--- src/rtl/beep_pkg.sv ---
// Note period constants, table geometry and FSM state encoding for the beep sequencer.
// Pure definitions: no latency, no backpressure.
package beep_pkg;

  localparam int TBL_N = 8;
  localparam int IDX_W = 3;
  localparam int TBL_W = 18;

  // period = 50 MHz / note frequency
  localparam logic [TBL_W-1:0] PER_C4 = 18'd190840;
  localparam logic [TBL_W-1:0] PER_D4 = 18'd170068;
  localparam logic [TBL_W-1:0] PER_E4 = 18'd151515;
  localparam logic [TBL_W-1:0] PER_F4 = 18'd143266;
  localparam logic [TBL_W-1:0] PER_G4 = 18'd127551;
  localparam logic [TBL_W-1:0] PER_A4 = 18'd113636;
  localparam logic [TBL_W-1:0] PER_B4 = 18'd101214;
  localparam logic [TBL_W-1:0] PER_C5 = 18'd95602;

  localparam logic [1:0] ST_IDLE = 2'd0;
  localparam logic [1:0] ST_PLAY = 2'd1;
  localparam logic [1:0] ST_GAP  = 2'd2;

  function automatic logic [TBL_W-1:0] note_period_of(input logic [IDX_W-1:0] idx);
    case (idx)
      3'd0:    return PER_C4;
      3'd1:    return PER_D4;
      3'd2:    return PER_E4;
      3'd3:    return PER_F4;
      3'd4:    return PER_G4;
      3'd5:    return PER_A4;
      3'd6:    return PER_B4;
      default: return PER_C5;
    endcase
  endfunction

endpackage

--- src/rtl/beep_note_rom.sv ---
// Combinational note index -> PWM period lookup.
// Latency: 0 clocks; no backpressure.
module beep_note_rom
  import beep_pkg::*;
#(
  parameter int PER_W = 18
) (
  input  logic [IDX_W-1:0] idx,
  output logic [PER_W-1:0] period
);

  assign period = PER_W'(note_period_of(idx));

endmodule

--- src/rtl/beep_note_seq.sv ---
// Melody sequencer: plays the note table with a silent gap per note, driving the PWM stage.
// Latency: start -> first note registered 1 clock later; no backpressure (stop aborts at once).
module beep_note_seq
  import beep_pkg::*;
#(
  parameter int NOTE_CYC  = 15_000_000,
  parameter int GAP_CYC   = 500_000,
  parameter int NUM_NOTES = 8,
  parameter int PER_W     = 18
) (
  input  logic             clk,
  input  logic             rst,
  input  logic             start,
  input  logic             stop,
  input  logic             loop_en,
  output logic [PER_W-1:0] note_period,
  output logic [PER_W-1:0] note_duty,
  output logic             note_vld,
  output logic             note_upd,
  output logic [2:0]       note_idx,
  output logic             busy,
  output logic             done
);

  // One counter serves both note and gap phases, so size it for the longer one.
  localparam int CYC_MAX = (NOTE_CYC > GAP_CYC) ? NOTE_CYC : GAP_CYC;
  localparam int CNT_W   = (CYC_MAX > 1) ? $clog2(CYC_MAX) : 1;

  localparam logic [CNT_W-1:0] NOTE_LAST = CNT_W'(NOTE_CYC - 1);
  localparam logic [CNT_W-1:0] GAP_LAST  = CNT_W'((GAP_CYC > 0) ? GAP_CYC - 1 : 0);
  localparam logic [2:0]       IDX_LAST  = 3'(NUM_NOTES - 1);

  logic [1:0]       state;
  logic [CNT_W-1:0] cnt;
  logic [2:0]       next_idx;
  logic [PER_W-1:0] rom_period;
  logic             play_end;
  logic             gap_end;
  logic             seq_end;
  logic             last_note;
  logic             go_play;
  logic             go_gap;
  logic             go_idle;
  logic             go_done;

  always_comb begin
    play_end  = (state == ST_PLAY) && (cnt == NOTE_LAST);
    gap_end   = (state == ST_GAP) && (cnt == GAP_LAST);
    seq_end   = gap_end || (play_end && (GAP_CYC == 0));
    last_note = (note_idx == IDX_LAST);
    go_done   = !stop && seq_end && last_note && !loop_en;
    go_idle   = stop || go_done;
    go_play   = !stop && (((state == ST_IDLE) && start) ||
                          (seq_end && !(last_note && !loop_en)));
    go_gap    = !stop && play_end && (GAP_CYC != 0);
    next_idx  = ((state == ST_IDLE) || last_note) ? 3'd0 : note_idx + 3'd1;
  end

  // ROM is addressed with the index the next PLAY entry will use, so period lands with upd.
  beep_note_rom #(.PER_W(PER_W)) u_rom (
    .idx    (next_idx),
    .period (rom_period)
  );

  always_ff @(posedge clk) begin
    if (rst) begin
      state       <= ST_IDLE;
      cnt         <= '0;
      note_period <= '0;
      note_duty   <= '0;
      note_vld    <= 1'b0;
      note_upd    <= 1'b0;
      note_idx    <= '0;
      busy        <= 1'b0;
      done        <= 1'b0;
    end else begin
      note_upd <= go_play;
      done     <= go_done;
      if (go_idle) begin
        state       <= ST_IDLE;
        cnt         <= '0;
        note_vld    <= 1'b0;
        busy        <= 1'b0;
        note_idx    <= '0;
        note_period <= '0;
        note_duty   <= '0;
      end else if (go_play) begin
        state       <= ST_PLAY;
        cnt         <= '0;
        note_vld    <= 1'b1;
        busy        <= 1'b1;
        note_idx    <= next_idx;
        note_period <= rom_period;
        note_duty   <= rom_period >> 1;
      end else if (go_gap) begin
        state    <= ST_GAP;
        cnt      <= '0;
        note_vld <= 1'b0;
      end else if (state != ST_IDLE) begin
        cnt <= cnt + 1'b1;
      end
    end
  end

endmodule

--- config.mk ---
export PLATFORM = sky130hd
export DESIGN_NAME = beep_note_seq
export DESIGN_NICKNAME = d
export VERILOG_FILES = /design/src/rtl/beep_pkg.sv /design/src/rtl/beep_note_rom.sv /design/src/rtl/beep_note_seq.sv
export SDC_FILE = /design/constraint.sdc
export NUM_CORES = 1
export LEC_CHECK = 0
export BUFFER_PORTS_ARGS = -buffer_cell sky130_fd_sc_hd__buf_2
export CAP_MARGIN = 10
export CORE_MARGIN = 2
export CORE_UTILIZATION = 45
export CTS_CLUSTER_DIAMETER = 120
export DETAILED_ROUTE_END_ITERATION = 16
export PLACE_DENSITY = 0.67
export SETUP_SLACK_MARGIN = 0.15
export SLEW_MARGIN = 20
export SYNTH_ARGS = -nofsm -noshare
export SYNTH_HDL_FRONTEND = slang
export SYNTH_SLANG_ARGS = --single-unit
--- constraint.sdc ---
create_clock -name clk -period 2.2 [get_ports clk]
set_input_delay 0.44 -clock clk [delete_from_list [all_inputs] [get_ports clk]]
set_output_delay 0.44 -clock clk [all_outputs]
set_load 0.05 [all_outputs]
==> results of run 1 <==
[final timing paths]
check / cells after the start / slack (ns) / endpoint / from
min: 2 / 0.35 / state[1]$_SDFFE_PP0P_ / rst
min reg2reg: 2 / 0.48 / cnt[1]$_SDFFE_PP0P_ / cnt[1]$_SDFFE_PP0P_
max: 6 / 0.30 / note_period[11]$_SDFFE_PP0P_ / cnt[18]$_SDFFE_PP0P_
max reg2reg: 6 / 0.30 / note_period[11]$_SDFFE_PP0P_ / cnt[18]$_SDFFE_PP0P_
[area by class of cell]
class	instances	area share
Timing Repair Buffer	63	0.134
Tap cell	72	0.0315
Multi-Input combinational cell	205	0.457
Clock buffer	5	0.0241
Inverter	3	0.00394
Clock inverter	3	0.00613
Sequential cell	49	0.344
[kinds of logic after synthesis]
family | Yosys count | synth area share
AND/OR/NAND/NOR | 138 | 0.303
flip-flops | 49 | 0.394
multiplexers | 2 | 0.00804
XOR/XNOR | 22 | 0.0774
other | 1 | 0.00151
AO/OA/AOI/OAI | 39 | 0.111
buffers and inverters | 36 | 0.0904
adder cells (fa/ha/maj) | 3 | 0.0151
[flip-flops by register name (all words and copies together) (netlist names)]
register	flops
busy	1
cnt	24
done	1
note_idx	3
note_period	17
note_upd	1
state	2
[cell usage after synthesis, types with 3 or more instances]
master / number / share of area
xnor2_1: 6 / 0.021
nor2b_1: 8 / 0.020
xor2_1: 16 / 0.056
ha_1: 3 / 0.015
buf_2: 3 / 0.0060
nor4b_1: 3 / 0.011
o211ai_1: 3 / 0.0090
a211oi_2: 4 / 0.020
clkbuf_1: 8 / 0.012
nand4_1: 10 / 0.025
a21oi_1: 18 / 0.036
inv_1: 3 / 0.0045
nand2_1: 22 / 0.033
nor3_1: 11 / 0.022
o211a_1: 3 / 0.012
nand3_1: 17 / 0.034
buf_4: 19 / 0.057
and4_1: 3 / 0.011
nor4_1: 4 / 0.010
nor2_1: 39 / 0.059
dfxtp_1: 49 / 0.39
o21ai_0: 4 / 0.0080
[worst max-delay path: stages (launching register included)]
cell     delay (ns)
dfxtp_1        0.39
or3b_2         0.48
nor4_2         0.30
and3_4         0.29
buf_12         0.14
nand4_1        0.09
o211a_1        0.13
[power groups by stage]
stage | combinational (mW) | clock [mW] | sequential (mW)
4_1_cts | 0.150 | 0.544 | 0.903
6_report | 0.149 | 0.524 | 0.903
2_1_floorplan | 0.0900 | 0 | 0.954
5_1_grt | 0.158 | 0.571 | 0.905
3_3_place_gp | 0.149 | 0 | 0.924
3_5_place_dp | 0.149 | 0 | 0.924
[stage by stage]
stage | worst slack, ns | hold slack, ns | instance area [um^2] | util | cells
after floorplan | 0.152 | 0.449 | 2490 | - | 290
final | 0.300 | 0.345 | 2860 | 0.526 | 400
after detailed placement | 0.0303 | 0.465 | 2750 | 0.505 | 391
after global routing | 0.158 | 0.336 | 2860 | 0.526 | 400
after global placement | 0.0467 | 0.462 | 2750 | 0.505 | 391
after CTS | 0.186 | 0.337 | 2840 | 0.521 | 399
[timing repair]
item / 4_1_cts / 5_1_grt
endpoints found under the setup margin: 0 / 15
setup buffers: 0 / 1
gates resized for setup: 0 / 3
[per-layer routing]
| metal | vias to the layer above | share of wire | GRT usage |
|---|---|---|---|
| li1 | 1077 | - | - |
| met1 | 966 | 0.49 | 0.252 |
| met2 | 54 | 0.46 | 0.284 |
| met3 | 6 | 0.033 | 0.0356 |
| met4 | 0 | 0.011 | 0.0544 |
| met5 | - | 0 | 0 |
==> reports/metrics.csv, run 1 <==
stage,metric,value,unit
status,status,"complete, no violations",
sta,Max Freq,0.526,GHz
clocking,CTS Hold Bufs,0,
logic_synthesis,cells after synthesis,290,
placement,Final HPWL DP,3930,um
detailed_routing,starting DRC count in detailed routing,146,
worst_setup_path,crit start category,flip-flop,
sta,Least-Margin Pin Slew,0.490,ns
power_and_ir_drop,Net Sw Frac,0.268,
global_route,largest net degree at the start of global routing,25,
logic_synthesis,"Avg Cell Area, Syn",8.59,um^2
detailed_routing,Routed WL,5350,um
worst_setup_path,worst-path maximum fanout,10,
worst_setup_path,CP arrival,2.10,ns
layout,number of fillers in the final layout,534,
clocking,clk buf depth,2,
power_and_ir_drop,Pwr Density,551,mW/mm^2
logic_synthesis,Ys Warns,0,
global_route,antenna violations before repair,0,
flow_run,max_cap viols,0,
placement,Final GP Congestion,0.867,
power_and_ir_drop,peak supply drop,0.276,mV
detailed_routing,vias,2103,
sta,Final min period,1.90,ns
floorplan,Die ar.,0.00614,mm^2
global_route,Congestion Overflow GR,0,
worst_hold_path,worst min path class,in2reg,
detailed_routing,Avg WL per Cell,13.4,um
placement,input/output buffers,46,
layout,area occupied by multi-input gates,0.00131,mm^2
clocking,H-tree depth,2,
logic_synthesis,synthesized net count,298,
power_and_ir_drop,combinational share of power,0.094,
power_and_ir_drop,clock network fraction of design power,0.333,
logic_synthesis,Mapped Area,0.00249,mm^2
sta,Final Hold Fails,0,
clocking,TritonCTS buffer count,5,
layout,"leading cell type in the layout, fill and taps excluded",dfxtp_1,
logic_synthesis,sequential fraction of the synthesis area,0.394,
floorplan,die height,78.4,um
layout,Reg area,982,um^2
clocking,worst skew pair latency,0.31,ns
layout,ANT cells,0,
logic_synthesis,Post-synth EDFFs,0,
detailed_routing,vias per cell,5.26,
logic_synthesis,Yosys cell types,45,
layout,area growth from synthesis to layout,14.8,%
logic_synthesis,asr flop ratio synth,0,
sta,RSZ-0062 raised after global routing,false,
detailed_routing,Post-route DRC,0,
global_route,vias in the first global route,1848,
sta,period utilisation layout,0.863,
floorplan,initial core utilization,0.458,
clocking,clk slew on worst S/H paths,0.09,ns
global_route,first-pass GRT wire length,8910,um
layout,layout cells sized above 1,0.274,
detailed_routing,Initial DRT Pass Iterations,6,
global_route,gr usage total,0.181,
floorplan,I/O pin cnt,48,
logic_synthesis,ys flop type,dfxtp_1,
worst_setup_path,CP Class,reg2reg,
power_and_ir_drop,Internal,1.15,mW
sta,setup TNS,0,ns
clocking,Sink Count,49,
power_and_ir_drop,sw power,423,uW
clocking,Root Driver,clkbuf_8,
worst_setup_path,CP required,2.40,ns
power_and_ir_drop,Tot Pwr,1.58,mW
layout,Final nets,335,
sta,Clock Skews,0.0184,ns
sta,final max-slew violation count,0,
power_and_ir_drop,P_leak,1.19,nW
floorplan,width of the die,78.4,um
floorplan,row count,27,
layout,most frequent cells in the layout,"dfxtp_1 (48), buf_2 (46), nor2_1 (39), nand2_1 (22), a21oi_1 (18)",
sta,slew margin rel.,0.670,
power_and_ir_drop,sequential share of power,0.573,
clocking,CTS tree,done,
sta,final setup violation count,0,
logic_synthesis,#FFs+latches synth,49,
worst_setup_path,Critical Path End Type,flip-flop,
floorplan,CORE AREA,0.00544,mm^2
detailed_routing,final antenna-violating net count,0,
(Power assumes the default switching activity.)
==> run 2: changes to the inputs <==
--- a/config.mk
+++ b/config.mk
@@ -12,6 +12,7 @@
 export CTS_CLUSTER_DIAMETER = 120
 export DETAILED_ROUTE_END_ITERATION = 16
 export PLACE_DENSITY = 0.67
+export RECOVER_POWER = 25
 export SETUP_SLACK_MARGIN = 0.15
 export SLEW_MARGIN = 20
 export SYNTH_ARGS = -nofsm -noshare
==> run 2 against run 1 <==
Effect of this change:
- sequential cell count did not move
- cell area shrank 0.96%
- routed wire length up 0.43%
- sequential power hardly changed
- final cell count is the same
- critical path type unchanged
- largest cell class unchanged
==> reports/metrics.csv, run 2 (same netlist as run 1, synthesis figures left out) <==
stage,metric,value,unit,change
status,status,"complete, no violations",,
worst_setup_path,CP Cell Sequence,or3b_2 > nor4_2 > and3_4 > buf_12 > nand4_1 > o211a_1,,
sta,Final min period,1.90,ns,-0.00108 ns
global_route,antenna violations before repair,0,,unchanged
detailed_routing,Avg WL per Cell,13.4,um,+0.43%
floorplan,row count,27,,unchanged
placement,Final GP Congestion,0.867,,unchanged
power_and_ir_drop,P_leak,1.10,nW,-7.9%
layout,Layout Utilization,0.521,,-0.00506
detailed_routing,Initial DRT Pass Iterations,4,,-2
worst_setup_path,Worst path max stage delay,0.47,ns,about the same
sta,final max-slew violation count,0,,unchanged
worst_setup_path,reg2reg setup slack,0.30,ns,about the same
sta,slew margin rel.,0.591,,-0.0796
clocking,H-tree depth,2,,unchanged
global_route,largest net degree at the start of global routing,25,,unchanged
clocking,TritonCTS buffer count,5,,unchanged
clocking,CTS Hold Bufs,0,,unchanged
layout,"leading cell type in the layout, fill and taps excluded",dfxtp_1,,
clocking,worst skew pair latency,0.31,ns,about the same
worst_setup_path,crit start category,flip-flop,,
layout,post-route cell area,0.00283,mm^2,-0.96%
clocking,CTS tree,done,,
global_route,first-pass GRT wire length,8910,um,unchanged
detailed_routing,Post-route DRC,0,,unchanged
floorplan,I/O pin cnt,48,,unchanged
detailed_routing,starting DRC count in detailed routing,129,,-12%
clocking,clk slew on worst S/H paths,0.09,ns,about the same
power_and_ir_drop,Tot Pwr,1.57,mW,-0.14%
clocking,clk buf depth,2,,unchanged
sta,Clock Skews,0.0175,ns,-0.000856 ns
sta,Least-Margin Pin Slew,0.617,ns,+0.127 ns
layout,most frequent cells in the layout,"dfxtp_1 (48), nor2_1 (39), buf_2 (24), nand2_1 (22), clkbuf_1 (22)",,
detailed_routing,vias per cell,5.23,,-0.48%
sta,period utilisation layout,0.863,,about the same
layout,Final nets,335,,unchanged
layout,max reg flops,24,,unchanged
worst_setup_path,CP arrival,2.10,ns,about the same
placement,area of placed instances,0.00275,mm^2,unchanged
sta,final setup violation count,0,,unchanged
floorplan,die height,78.4,um,unchanged
layout,largest registers,"cnt (24), note_period (17), note_idx (3)",,
power_and_ir_drop,Pwr Density,556,mW/mm^2,+0.83%
placement,pre-CTS WS,0.0303,ns,unchanged
global_route,Congestion Overflow GR,0,,unchanged
placement,Final HPWL DP,3930,um,unchanged
layout,ANT cells,0,,unchanged
layout,number of fillers in the final layout,546,,+2.2%
layout,Biggest register,cnt,,
power_and_ir_drop,peak supply drop,0.275,mV,-0.44%
detailed_routing,final antenna-violating net count,0,,unchanged
sta,setup ws final,0.302,ns,+0.00108 ns
layout,Final Non-Filler Cells,400,,unchanged
sta,Max Freq,0.527,GHz,about the same
clocking,Root Driver,clkbuf_8,,
sta,hold slack final,0.346,ns,+0.00127 ns
sta,RSZ-0062 raised after global routing,false,,
global_route,gr usage total,0.181,,unchanged
layout,layout cells sized above 1,0.207,,-0.0671
sta,Final Hold Fails,0,,unchanged
worst_setup_path,CP required,2.40,ns,about the same
placement,input/output buffers,46,,unchanged
worst_hold_path,worst min path class,in2reg,,
worst_setup_path,worst-path maximum fanout,10,,unchanged
floorplan,initial core utilization,0.458,,unchanged
layout,area growth from synthesis to layout,13.7,%,
worst_setup_path,critical path's slowest cell,or3b_2,,
global_route,vias in the first global route,1848,,unchanged
detailed_routing,Routed WL,5380,um,+0.43%
worst_setup_path,Critical Path End Type,flip-flop,,
floorplan,CORE AREA,0.00544,mm^2,unchanged
clocking,Sink Count,49,,unchanged
floorplan,Die ar.,0.00614,mm^2,unchanged
placement,Post-Place Cells,391,,unchanged
flow_run,max_cap viols,0,,unchanged
detailed_routing,vias,2093,,-0.48%
sta,setup TNS,0,ns,unchanged
floorplan,width of the die,78.4,um,unchanged
worst_setup_path,CP Class,reg2reg,,
-- run 2: cell count changes in the layout (fill, tap and decap cells not counted), sizes merged --
| cell | delta |
|---|---|
| buf | -22 |
| clkbuf | +22 |
-- run 2: power breakdown --
part           internal [mW]  switching (mW)
clock network          0.220           0.304
logic                 0.0350           0.111
registers              0.896         0.00788
total                   1.15           0.423
-- run 2: cell type report --
cell class	instances	area, um^2	share of cell area
tap	72	90.1	0.0318
sequential	49	982	0.347
inverter	3	11.3	0.00398
timing repair buffer	63	355	0.125
multi-input combinational	205	1310	0.461
clock inverter	3	17.5	0.00619
clock buffer	5	68.8	0.0243
-- run 2: worst max-delay path, delay by kind of cell, from the launching register on --
family	cells	cell delay [ns]
AND/OR/NAND/NOR	4	1.15
flip-flops	1	0.39
buffers and inverters	1	0.14
AO/OA/AOI/OAI	1	0.13
-- run 2: final timing paths --
| check | startpoint | to | cells after the start |
|---|---|---|---|
| min | rst | state[1]$_SDFFE_PP0P_ | 2 |
| min reg2reg | cnt[1]$_SDFFE_PP0P_ | cnt[1]$_SDFFE_PP0P_ | 2 |
| max | cnt[18]$_SDFFE_PP0P_ | note_period[11]$_SDFFE_PP0P_ | 6 |
| max reg2reg | cnt[18]$_SDFFE_PP0P_ | note_period[11]$_SDFFE_PP0P_ | 6 |
-- run 2: layer usage --
layer  share of wire  up-vias  GRT usage
li1                -     1075          -
met1            0.50      972      0.252
met2            0.46       42      0.284
met3           0.032        4     0.0356
met4          0.0076        0     0.0544
met5               0        -          0
-- run 2: what timing repair did --
| action | CTS | global route |
|---|---|---|
| gates resized for setup | 0 | 3 |
| buffers inserted | 0 | 1 |
| endpoints found under the setup margin | 0 | 15 |
